==> config.mk <==
export PLATFORM = sky130hd
export DESIGN_NAME = pipe_stage_reg
export DESIGN_NICKNAME = d
export VERILOG_FILES = /design/src/rtl/pipe_pkg.sv /design/src/rtl/pipe_stage_reg.sv
export SDC_FILE = /design/constraint.sdc
export NUM_CORES = 1
export LEC_CHECK = 0
export BUFFER_PORTS_ARGS = -buffer_cell sky130_fd_sc_hd__buf_2
export CAP_MARGIN = 20
export CORE_MARGIN = 4
export CORE_UTILIZATION = 48
export CTS_CLUSTER_SIZE = 20
export DETAILED_ROUTE_END_ITERATION = 12
export PLACE_DENSITY = 0.76
export SETUP_SLACK_MARGIN = 0.02
export SYNTH_ARGS = -nofsm -noshare
export SYNTH_HDL_FRONTEND = slang
export SYNTH_SLANG_ARGS = --single-unit
==> constraint.sdc <==
create_clock -name CLK -period 1.8 [get_ports CLK]
set_input_delay 0.27 -clock CLK [delete_from_list [all_inputs] [get_ports CLK]]
set_output_delay 0.27 -clock CLK [all_outputs]
set_load 0.05 [all_outputs]
==> src/rtl/pipe_pkg.sv <==
// pipe_pkg: shared definitions for the CPU inter-stage registers.
//   - pipe_state_t : occupancy state of a pipe_stage_reg (EMPTY / FULL / SKID2)
//   - count_of()   : maps a state to its 2-bit entry count
//   - stage bundle structs (if_id_t, id_ex_t, ex_mem_t, mem_wb_t) and their
//     widths, used as the WIDTH parameter of each boundary's stage register.
package pipe_pkg;

  localparam int COUNT_W = 2;

  // The encoding equals the number of held entries, so count is a direct
  // readout of the state register.
  typedef enum logic [1:0] {
    ST_EMPTY = 2'd0,
    ST_FULL  = 2'd1,
    ST_SKID2 = 2'd2
  } pipe_state_t;

  function automatic logic [COUNT_W-1:0] count_of(input pipe_state_t st);
    logic [COUNT_W-1:0] c;
    case (st)
      ST_FULL:  c = 2'd1;
      ST_SKID2: c = 2'd2;
      default:  c = 2'd0;
    endcase
    return c;
  endfunction

  typedef struct packed {
    logic [31:0] pc;
    logic [31:0] instr;
  } if_id_t;

  typedef struct packed {
    logic [31:0] pc;
    logic [31:0] rs1_val;
    logic [31:0] rs2_val;
    logic [31:0] imm;
    logic [4:0]  rd;
    logic [3:0]  alu_op;
    logic        mem_rd;
    logic        mem_wr;
    logic        reg_wr;
  } id_ex_t;

  typedef struct packed {
    logic [31:0] alu_res;
    logic [31:0] store_val;
    logic [4:0]  rd;
    logic        mem_rd;
    logic        mem_wr;
    logic        reg_wr;
  } ex_mem_t;

  typedef struct packed {
    logic [31:0] wb_val;
    logic [4:0]  rd;
    logic        reg_wr;
  } mem_wb_t;

  localparam int IF_ID_W  = $bits(if_id_t);
  localparam int ID_EX_W  = $bits(id_ex_t);
  localparam int EX_MEM_W = $bits(ex_mem_t);
  localparam int MEM_WB_W = $bits(mem_wb_t);

endpackage

==> src/rtl/pipe_stage_reg.sv <==
// pipe_stage_reg: elastic pipeline stage register with valid/ready handshake.
//
// Parameters:
//   WIDTH - payload width in bits
//   SKID  - 1: two-entry skid buffer, in_ready is registered-state only
//           0: single entry, in_ready passes out_ready through combinationally
// Ports:
//   CLK, RST          - rising-edge clock, asynchronous active-high reset
//   flush             - synchronous squash of all held entries
//   in_valid/in_ready/in_data    - upstream handshake and payload
//   out_valid/out_ready/out_data - downstream handshake and payload
//   count             - entries held (0..2); direct readout of the FSM state
//
// Handshake: a beat moves on a rising edge exactly when valid & ready are both
// high in the preceding cycle. valid never waits on ready, payload is stable
// while valid is high and not yet taken, and flush drops all held beats
// (a beat emitted in the flush cycle is still delivered).
import pipe_pkg::*;

module pipe_stage_reg #(
  parameter int WIDTH = 32,
  parameter bit SKID  = 1'b1
) (
  input  logic             CLK,
  input  logic             RST,
  input  logic             flush,
  input  logic             in_valid,
  output logic             in_ready,
  input  logic [WIDTH-1:0] in_data,
  output logic             out_valid,
  input  logic             out_ready,
  output logic [WIDTH-1:0] out_data,
  output logic [1:0]       count
);

  pipe_state_t      state_q, state_d;
  logic [WIDTH-1:0] main_q;
  logic [WIDTH-1:0] skid_q;
  logic             accept, emit;
  logic             load_main_in, load_main_skid, load_skid;

  assign out_valid = (state_q != ST_EMPTY);
  assign out_data  = main_q;
  assign count     = count_of(state_q);

  // Skid mode looks only at state, cutting the ready chain between stages.
  assign in_ready = SKID ? ((state_q != ST_SKID2) & ~flush)
                         : (((state_q == ST_EMPTY) | out_ready) & ~flush);

  assign accept = in_valid & in_ready;
  assign emit   = out_valid & out_ready;

  always_comb begin
    state_d        = state_q;
    load_main_in   = 1'b0;
    load_main_skid = 1'b0;
    load_skid      = 1'b0;
    if (flush) begin
      state_d = ST_EMPTY;
    end else begin
      case (state_q)
        ST_EMPTY: begin
          if (accept) begin
            state_d      = ST_FULL;
            load_main_in = 1'b1;
          end
        end
        ST_FULL: begin
          if (accept && emit) begin
            load_main_in = 1'b1;
          end else if (accept && SKID) begin
            state_d   = ST_SKID2;
            load_skid = 1'b1;
          end else if (emit) begin
            state_d = ST_EMPTY;
          end
        end
        ST_SKID2: begin
          if (emit) begin
            state_d        = ST_FULL;
            load_main_skid = 1'b1;
          end
        end
        default: state_d = ST_EMPTY;
      endcase
    end
  end

  always_ff @(posedge CLK or posedge RST) begin
    if (RST) begin
      state_q <= ST_EMPTY;
      main_q  <= '0;
    end else begin
      state_q <= state_d;
      if (load_main_in) begin
        main_q <= in_data;
      end else if (load_main_skid) begin
        main_q <= skid_q;
      end
    end
  end

  generate
    if (SKID) begin : g_skid
      always_ff @(posedge CLK or posedge RST) begin
        if (RST) begin
          skid_q <= '0;
        end else if (load_skid) begin
          skid_q <= in_data;
        end
      end
    end else begin : g_no_skid
      logic unused_load_skid;
      assign unused_load_skid = load_skid;
      assign skid_q           = '0;
    end
  endgenerate

endmodule

Word-level counts from Yosys, hierarchy flattened
Cells that the tools add are included.
- flip-flop bits (word level): 66
- input bits: 37
- output and inout bits: 36
- word-level logic and storage cells: 39
- multiplexer cells: 20
- equal/unequal tests: 7
- bitwise logic cells: 4
- reductions and logical operators: 5
- operators by type and width (cell ; count):
    $mux 32 ; 2
    $mux 2 ; 6
    $mux 1 ; 9
    $ne 3x3->1 const B ; 3
    $pmux 2 s3 ; 1
    $ne 4x4->1 const B ; 1
    $pmux 2 s2 ; 1
    $reduce_and 4->1 ; 1
    $reduce_bool 2->1 ; 2
    $and 1x1->1 ; 3
    $eq 2x1->1 const B ; 1
    $eq 2x2->1 const B ; 1
    $logic_not 2->1 ; 1
    $ne 2x2->1 const B ; 1
    $pmux 1 s2 ; 1
    $logic_and 1x1->1 ; 1
    $not 1->1 ; 1

Longest topological paths before layout
Gate-level depths: netlist of run 1.
- depth after elaboration: 8
- gate-level depth with buffers: 5
- depth with buffers taken out: 3

Least setup slack after synthesis of run 1
OpenSTA, ideal clock, no wires.
- path type: reg2out
- start point: register state_q[1]
- end point: output port in_ready
- path buffers: 0
- arrival time: 1640 ps
- path slack: -110 ps
- cell stages (with the launch flop): 3
- cell sequence: dfrtp_1 -> nor2b_1 -> nor2_1
- cells in the longest elaborated chain, start to end: 2
- RTL lines (what ; RTL line ; source):
    start, declared ; pipe_stage_reg.sv:36 ; pipe_state_t state_q, state_d;
    start signal, assigned ; pipe_stage_reg.sv:94 ; state_q <= state_d;
    $ne 2x2->1 ; pipe_stage_reg.sv:47 ; assign in_ready = SKID ? ((state_q != ST_SKID2) & ~flush)
    $and 1x1->1 ; pipe_stage_reg.sv:47 ;
    end, declared ; pipe_stage_reg.sv:28 ; output logic in_ready,
Every way passes these cells.

Worst setup path after layout of run 1
- start point: register state_q[0]
- end point: register main_q[24], in the netlist out_data[24]
- cells in the longest elaborated chain, start to end: 8
- elaborated cells on any way between the ends: 18
- classes of those cells: 3 x eq/ne; 8 x mux; 3 x bitwise; 4 x reduce/logical
- RTL lines (what ; RTL line ; source):
    $ne 2x2->1 ; pipe_stage_reg.sv:47 ;
    $and 1x1->1 ; pipe_stage_reg.sv:47 ;
    $and 1x1->1 ; pipe_stage_reg.sv:50 ; assign accept = in_valid & in_ready;
    $logic_and 1x1->1 ; pipe_stage_reg.sv:69 ; if (accept && emit) begin
    $mux 1 ; pipe_stage_reg.sv:69 ;
    $pmux 1 s2 ; pipe_stage_reg.sv:61 ; case (state_q)
    $mux 1 ; pipe_stage_reg.sv:58 ; if (flush) begin
    $mux 32 or $reduce_bool 2->1 (tied branches) ; n/a ;
    end signal, assigned ; pipe_stage_reg.sv:96 ; main_q <= in_data;
    end signal, assigned ; pipe_stage_reg.sv:98 ; main_q <= skid_q;
    end, declared ; pipe_stage_reg.sv:37 ; logic [WIDTH-1:0] main_q;
Parallel ways exist; a longest one is shown, timed or not.
A chain may end at the register's enable or synchronous reset.

==> metrics.yaml, run 1 <==
grt:
  gr-max-usage-layer: "met2"
  antenna_found_initial: 0
  grt_usage_pct: 16.1
  grt_use_met1_pct: 20.5
  grt_util_met2_pct: 25.8
  grt_start_max_net_pins: 67
  grt_overflow: 0
  grt_pass1_vias: 1946
  grt_pass1_wl_microns: 9340
  grtUsageMet3_pct: 4.92
place:
  port_buffers: 72
  place_area_sq_um: 3520
  gp_congestion: 0.755
  hpwl_microns: 3640
  dp_slack_ns: -0.111
clocking:
  cts.path.max_buffers: 2
  clk_latency_ns: 0.33
  holdBufCountCts: 0
  cts-root-buf: "clkbuf_8"
  cts_buffers: 9
  tritoncts: "yes"
  clk_pin_slew_ns: 0.07
  clock_sinks: 66
  htreeDepth: 3
timing:
  rsz0062_at_grt: "yes"
  fin_crit_sh_pct: 98.1
  tns_ns: 0
  relSlewSlack_pct: 71.9
  hold_violations: 0
  slew_violations: 0
  min_period_ns: 1.76
  clock.fmax_ghz: 0.567
  finalSetupViolations: 0
  fin_skew_ns: 0.00695
  holdWs_ns: 0.0274
  layout_setup_ws_ns: 0.0350
  worstMarginPinSlew_ns: 0.420
layout:
  layout_common_cells: "buf_2 (72), dfrtp_1 (65), mux2_2 (50)"
  final_common_cell: "buf_2"
  area_delta_synth_final_pct: 27.6
  drive_above_1_share_pct: 72.1
  design_area_sq_um: 3860
  final_nets: 313
  n_antenna_cell: 0
  nFillCells: 467
flow_run:
  drv_cap: 0
synthesis:
  synthTopCellsByArea: "dfrtp_1 (55%), mux2_2 (26%), mux2_4 (13%)"
  synthAdderAreaFrac_pct: 0
  synth-compound-area-share_pct: 0.743
  synth_top_area_cell: "dfrtp_1"
  synth_mux_area_share_pct: 38.9
  syn_area_per_cell_sq_um: 15.9
  synth.distinct_cells: 18
  ys_seq_area_share_pct: 54.5
  netlist.area_leader.share_pct: 54.5
  synth-xor-area-share_pct: 0.289
  synth_top_family_by_area: "multiplexers"
  synth_simple_gate_area_share_pct: 1.94
  synthesis.area_sq_um: 3030
  syn_nets: 227
  synth-seq-cells: 66
  syn_inst: 190
  yosysWarningCount: 0
die:
  io_pins: 73
  core_sq_um: 6030
  rows: 28
  dieHeight_microns: 87.4
  start_util_pct: 50.3
  die_w_microns: 87.4
  fp.dieArea_sq_um: 7650
routing:
  firstDrtPassIters: 4
  vias: 1817
  drc_errors: 0
  wl_per_cell_microns: 16.9
  wirelength_microns: 5990
  drtAntennaViolNets: 0
  dr.first_iter.drc_count: 59
  routed_via_density: 5.12
pwr:
  comb_power_share_pct: 32.3
  p_per_area_nw_per_um2: 1190
  p_int_uw: 3060
  swShare_pct: 33.5
  vdd_ir_drop_max_uv: 700
  power.net_switching_uw: 1540
  power_leakage_uw: 0.00189
  total_power_uw: 4600
  power_frac_seq_pct: 44.1
  clockPowerShare_pct: 23.6
critical_path:
  cp.arrival_ns: 1.97
  r2r_end: "out_data[24]"
  cp-end-kind: "flop"
  path_max_fanout: 8
  required_ns: 2.01
  rr_worst_depth: 5
  r2r-start: "state_q[0]"
  r2r_slack_ns: 0.04
  start_kind: "flop"
  path_class: "flop to flop"
hold_path:
  hold_class: "input port to async pin"
outcome:
  run_status: "finished, final reports clean"
metrics by stage:
stage	instances	utilization, %
after floorplan	190	-
after global placement	335	58.3
after detailed placement	335	58.3
after CTS	350	61.2
after global routing	355	64.1
final	355	64.1
logic make-up after synthesis:
| kind of cell | after synthesis |
|---|---|
| multiplexers | 96 |
| flip-flops | 66 |
| buffers and inverters | 13 |
| AND/OR/NAND/NOR | 10 |
| AO/OA/AOI/OAI | 4 |
| XOR/XNOR | 1 |
power by group through the flow:
stage          registers [uW]  logic, uW  clock network [uW]
2_1_floorplan            2520        602                   0
3_3_place_gp             2030       1400                   0
3_5_place_dp             2050       1420                   0
4_1_cts                  2030       1430                1110
5_1_grt                  2080       1570                1190
6_report                 2030       1490                1090
final cells by class:
| type | instances | area [sq um] | area share (%) |
|---|---|---|---|
| multi-input combinational | 111 | 1380 | 35.7 |
| clock buffer | 12 | 155 | 4.02 |
| sequential | 66 | 1650 | 42.8 |
| clock inverter | 3 | 15.0 | 0.389 |
| inverter | 3 | 15.0 | 0.389 |
| timing repair buffer | 85 | 554 | 14.3 |
| tap | 75 | 93.8 | 2.43 |
critical path: stages (launching register included):
cell	delay, ns
dfrtp_1	0.42
nor4bb_4	0.30
buf_6	0.18
clkbuf_16	0.17
mux2_4	0.30
mux2_4	0.26
registers in the layout, summed over array words and instances (netlist names):
name and count:
out_data 32, skid_q 32, state_q 2
what timing repair did:
| item | in CTS | in global routing |
|---|---|---|
| pin swaps | 1 | 1 |
| buffers inserted | 0 | 2 |
| cloned | 0 | 3 |
| resized for setup | 0 | 27 |
| setup endpoints to repair | 32 | 64 |
metal layers:
metal  wire length (microns)  up-vias
met4                      85        0
met3                     352        8
met5                       0        -
met2                    2860       46
li1                        -      845
met1                    2690      918
synthesized netlist by cell type, drive strengths merged:
cell / instances
a211oi: 1
a21oi: 2
and2b: 1
buf: 10
dfrtp: 66
inv: 3
mux2: 96
nand2: 2
nor2: 2
nor2b: 2
nor3: 1
nor3b: 1
nor4bb: 1
o21ai: 1
xnor2: 1
how the worst max path moves through the flow:
stage | start | endpoint | slack [ns] | depth (start not counted)
floorplan | state_q[0] | out_data[22] | 0.12 | 5
global placement | state_q[0] | out_data[27] | -0.12 | 5
detailed placement | state_q[0] | out_data[28] | -0.11 | 5
CTS | state_q[0] | out_data[30] | -0.12 | 5
global route | state_q[0] | out_data[24] | -0.03 | 5
finish | state_q[0] | out_data[24] | 0.04 | 5
No activity file was read; power rests on OpenSTA's default activity.
==> run 2: changes to the inputs <==
--- a/config.mk
+++ b/config.mk
@@ -8,10 +8,10 @@
 export BUFFER_PORTS_ARGS = -buffer_cell sky130_fd_sc_hd__buf_2
 export CAP_MARGIN = 20
 export CORE_MARGIN = 4
-export CORE_UTILIZATION = 48
+export CORE_UTILIZATION = 50
 export CTS_CLUSTER_SIZE = 20
 export DETAILED_ROUTE_END_ITERATION = 12
-export PLACE_DENSITY = 0.76
+export PLACE_DENSITY = 0.75
 export SETUP_SLACK_MARGIN = 0.02
 export SYNTH_ARGS = -nofsm -noshare
 export SYNTH_HDL_FRONTEND = slang
==> constraint.sdc (replaced) <==
create_clock -name CLK -period 2.14 [get_ports CLK]
set_input_delay 0.321 -clock CLK [delete_from_list [all_inputs] [get_ports CLK]]
set_output_delay 0.321 -clock CLK [all_outputs]
set_load 0.05 [all_outputs]
==> metrics.yaml, run 2 (synthesis results as in run 1) <==
pwr:
  comb_power_share_pct: 30.9  # was 32.3%
  vdd_ir_drop_max_uv: 475  # was 700 uV
  power_leakage_uw: 0.00175  # was 0.00189 uW
  p_int_uw: 2560  # was 3060 uW
  p_per_area_nw_per_um2: 1050  # was 1190 nW/um^2
  power_frac_seq_pct: 44.5  # was 44.1%
  clockPowerShare_pct: 24.6  # was 23.6%
  swShare_pct: 33.0  # was 33.5%
  power.net_switching_uw: 1260  # was 1540 uW
layout:
  seq_area_sq_um: 1650  # about the same
  final_nets: 305  # was 313
  multi_input_area_sq_um: 1290  # was 1380 sq um
  final_common_cell: "buf_2"  # unchanged
  drive_above_1_share_pct: 70.0  # was 72.1%
  nFillCells: 475  # was 467
  area_delta_synth_final_pct: 20.7  # was 27.6%
  n_antenna_cell: 0  # unchanged
  layout_common_cells: "buf_2 (72), mux2_2 (70), dfrtp_1 (66)"  # was buf_2 (72), dfrtp_1 (65), mux2_2 (50)
clocking:
  htreeDepth: 3  # unchanged
  clk_pin_slew_ns: 0.07  # about the same
  clk_latency_ns: 0.33  # about the same
  postCtsSetupRepairBufs: 0  # unchanged
  cts-root-buf: "clkbuf_8"  # unchanged
  cts_resized: 0  # unchanged
  cts_buffers: 9  # unchanged
  cts.path.max_buffers: 2  # unchanged
  clock_sinks: 66  # unchanged
  holdBufCountCts: 0  # unchanged
  tritoncts: "yes"  # unchanged
routing:
  drtAntennaViolNets: 0  # unchanged
  firstDrtPassIters: 4  # unchanged
  dr.first_iter.drc_count: 63  # was 59
  routed_via_density: 5.16  # was 5.12
  wl_per_cell_microns: 15.9  # was 16.9 microns
  drc_errors: 0  # unchanged
  wirelength_microns: 5530  # was 5990 microns
  vias: 1795  # was 1817
grt:
  antenna_found_initial: 0  # unchanged
  grt_usage_pct: 16.6  # was 16.1%
  grt_pass1_vias: 1956  # was 1946
  grt_pass1_wl_microns: 9400  # was 9340 microns
  grt_start_max_net_pins: 67  # unchanged
  grt_overflow: 0  # unchanged
die:
  io_pins: 73  # unchanged
  core_sq_um: 5890  # was 6030 sq um
  start_util_pct: 51.5  # was 50.3%
  dieHeight_microns: 85.8  # was 87.4 microns
  die_w_microns: 85.8  # was 87.4 microns
  fp.dieArea_sq_um: 7370  # was 7650 sq um
  rows: 28  # unchanged
critical_path:
  cp.arrival_ns: 2.09  # was 1.97 ns
  path_cells: "buf_4, nor4bb_4, buf_12, mux2_2, mux2_2"  # was nor4bb_4, buf_6, clkbuf_16, mux2_4, mux2_4
  cp-end-kind: "flop"  # unchanged
  path_buf_inv: 2  # unchanged
  critical-path-max-stage-delay_ns: 0.37  # was 0.42 ns
  crit_family: "multiplexers"  # unchanged
  start_kind: "flop"  # unchanged
  path_class: "flop to flop"  # unchanged
  path_max_fanout: 32  # was 8
  cp_slowest_cell: "dfrtp_1"  # unchanged
  required_ns: 2.35  # was 2.01 ns
  cpMostUsedCell: "mux2_2"  # was mux2_4
timing:
  fin_skew_ns: 0.00401  # was 0.00695 ns
  worstMarginPinSlew_ns: 1.06  # was 0.420 ns
  clock.fmax_ghz: 0.532  # was 0.567 GHz
  holdWs_ns: 0.0509  # was 0.0274 ns
  relSlewSlack_pct: 29.1  # was 71.9%
  hold_violations: 0  # unchanged
  rsz0062_at_grt: "no"  # was yes
  tns_ns: 0  # unchanged
  finalSetupViolations: 0  # unchanged
  min_period_ns: 1.88  # was 1.76 ns
  fin_crit_sh_pct: 87.9  # was 98.1%
  slew_violations: 0  # unchanged
flow_run:
  drv_cap: 0  # unchanged
place:
  hpwl_microns: 3800  # was 3640 microns
  port_buffers: 72  # unchanged
  gp_congestion: 0.751  # was 0.755
hold_path:
  hold_class: "input port to async pin"  # unchanged
outcome:
  run_status: "finished, final reports clean"  # unchanged
run 2: cell count changes in the layout (fill, tap and decap cells not counted), sizes merged:
cell / change
buf: -6
clkinv: -1
inv: +1
clkinvlp: -1
run 2: cell type report:
cell class              instances  area share, %
clock inverters                 2          0.274
clock buffers                  14           4.72
well taps                      75           2.57
multi-input cells             111           35.4
repair buffers                 77           11.6
inverters                       3          0.308
flip-flops and latches         66           45.2
run 2: worst register-to-register path: cells and delay by family, from the launching register on:
| kind | cells | cell delay [ns] |
|---|---|---|
| buffers and inverters | 2 | 0.45 |
| flip-flops | 1 | 0.37 |
| multiplexers | 2 | 0.64 |
| AND/OR/NAND/NOR | 1 | 0.30 |
run 2: stage by stage:
| stage | utilization, % | setup slack [ns] | instances | area (sq um) | total power, uW |
|---|---|---|---|---|---|
| floorplan | - | 0.164 | 190 | 3030 | 2630 |
| global route | 62.1 | 0.156 | 348 | 3660 | 4030 |
| CTS | 62.1 | 0.244 | 348 | 3660 | 3880 |
| detailed placement | 59.0 | 0.256 | 332 | 3470 | 2920 |
| global placement | 59.0 | 0.273 | 332 | 3470 | 2880 |
| finish | 62.1 | 0.260 | 348 | 3660 | 3820 |
run 2: worst paths after layout:
check / start / endpoint / slack (ns) / cells after the start
min in group CLK: in_data[22] / out_data[22] / 0.24 / 2
max in group asynchronous: RST / skid_q[5] / 1.80 / 3
min reg2reg: skid_q[27] / skid_q[27] / 0.50 / 1
max reg2reg: state_q[0] / out_data[28] / 0.26 / 5
max: state_q[0] / out_data[28] / 0.26 / 5
min: RST / skid_q[9] / 0.05 / 3
run 2: power groups by stage:
stage / Sequential [uW] / Combinational [uW] / Clock (uW)
6_report: 1700 / 1180 / 939
5_1_grt: 1740 / 1260 / 1030
4_1_cts: 1700 / 1200 / 975
3_5_place_dp: 1730 / 1190 / 0
3_3_place_gp: 1710 / 1170 / 0
2_1_floorplan: 2120 / 506 / 0
run 2: layer usage:
| metal | up-vias | global-route usage [%] | wire [microns] |
|---|---|---|---|
| li1 | 834 | - | - |
| met1 | 908 | 20.5 | 2390 |
| met2 | 47 | 26.8 | 2700 |
| met3 | 6 | 4.61 | 373 |
| met4 | 0 | 8.20 | 70 |
| met5 | - | 0 | 0 |
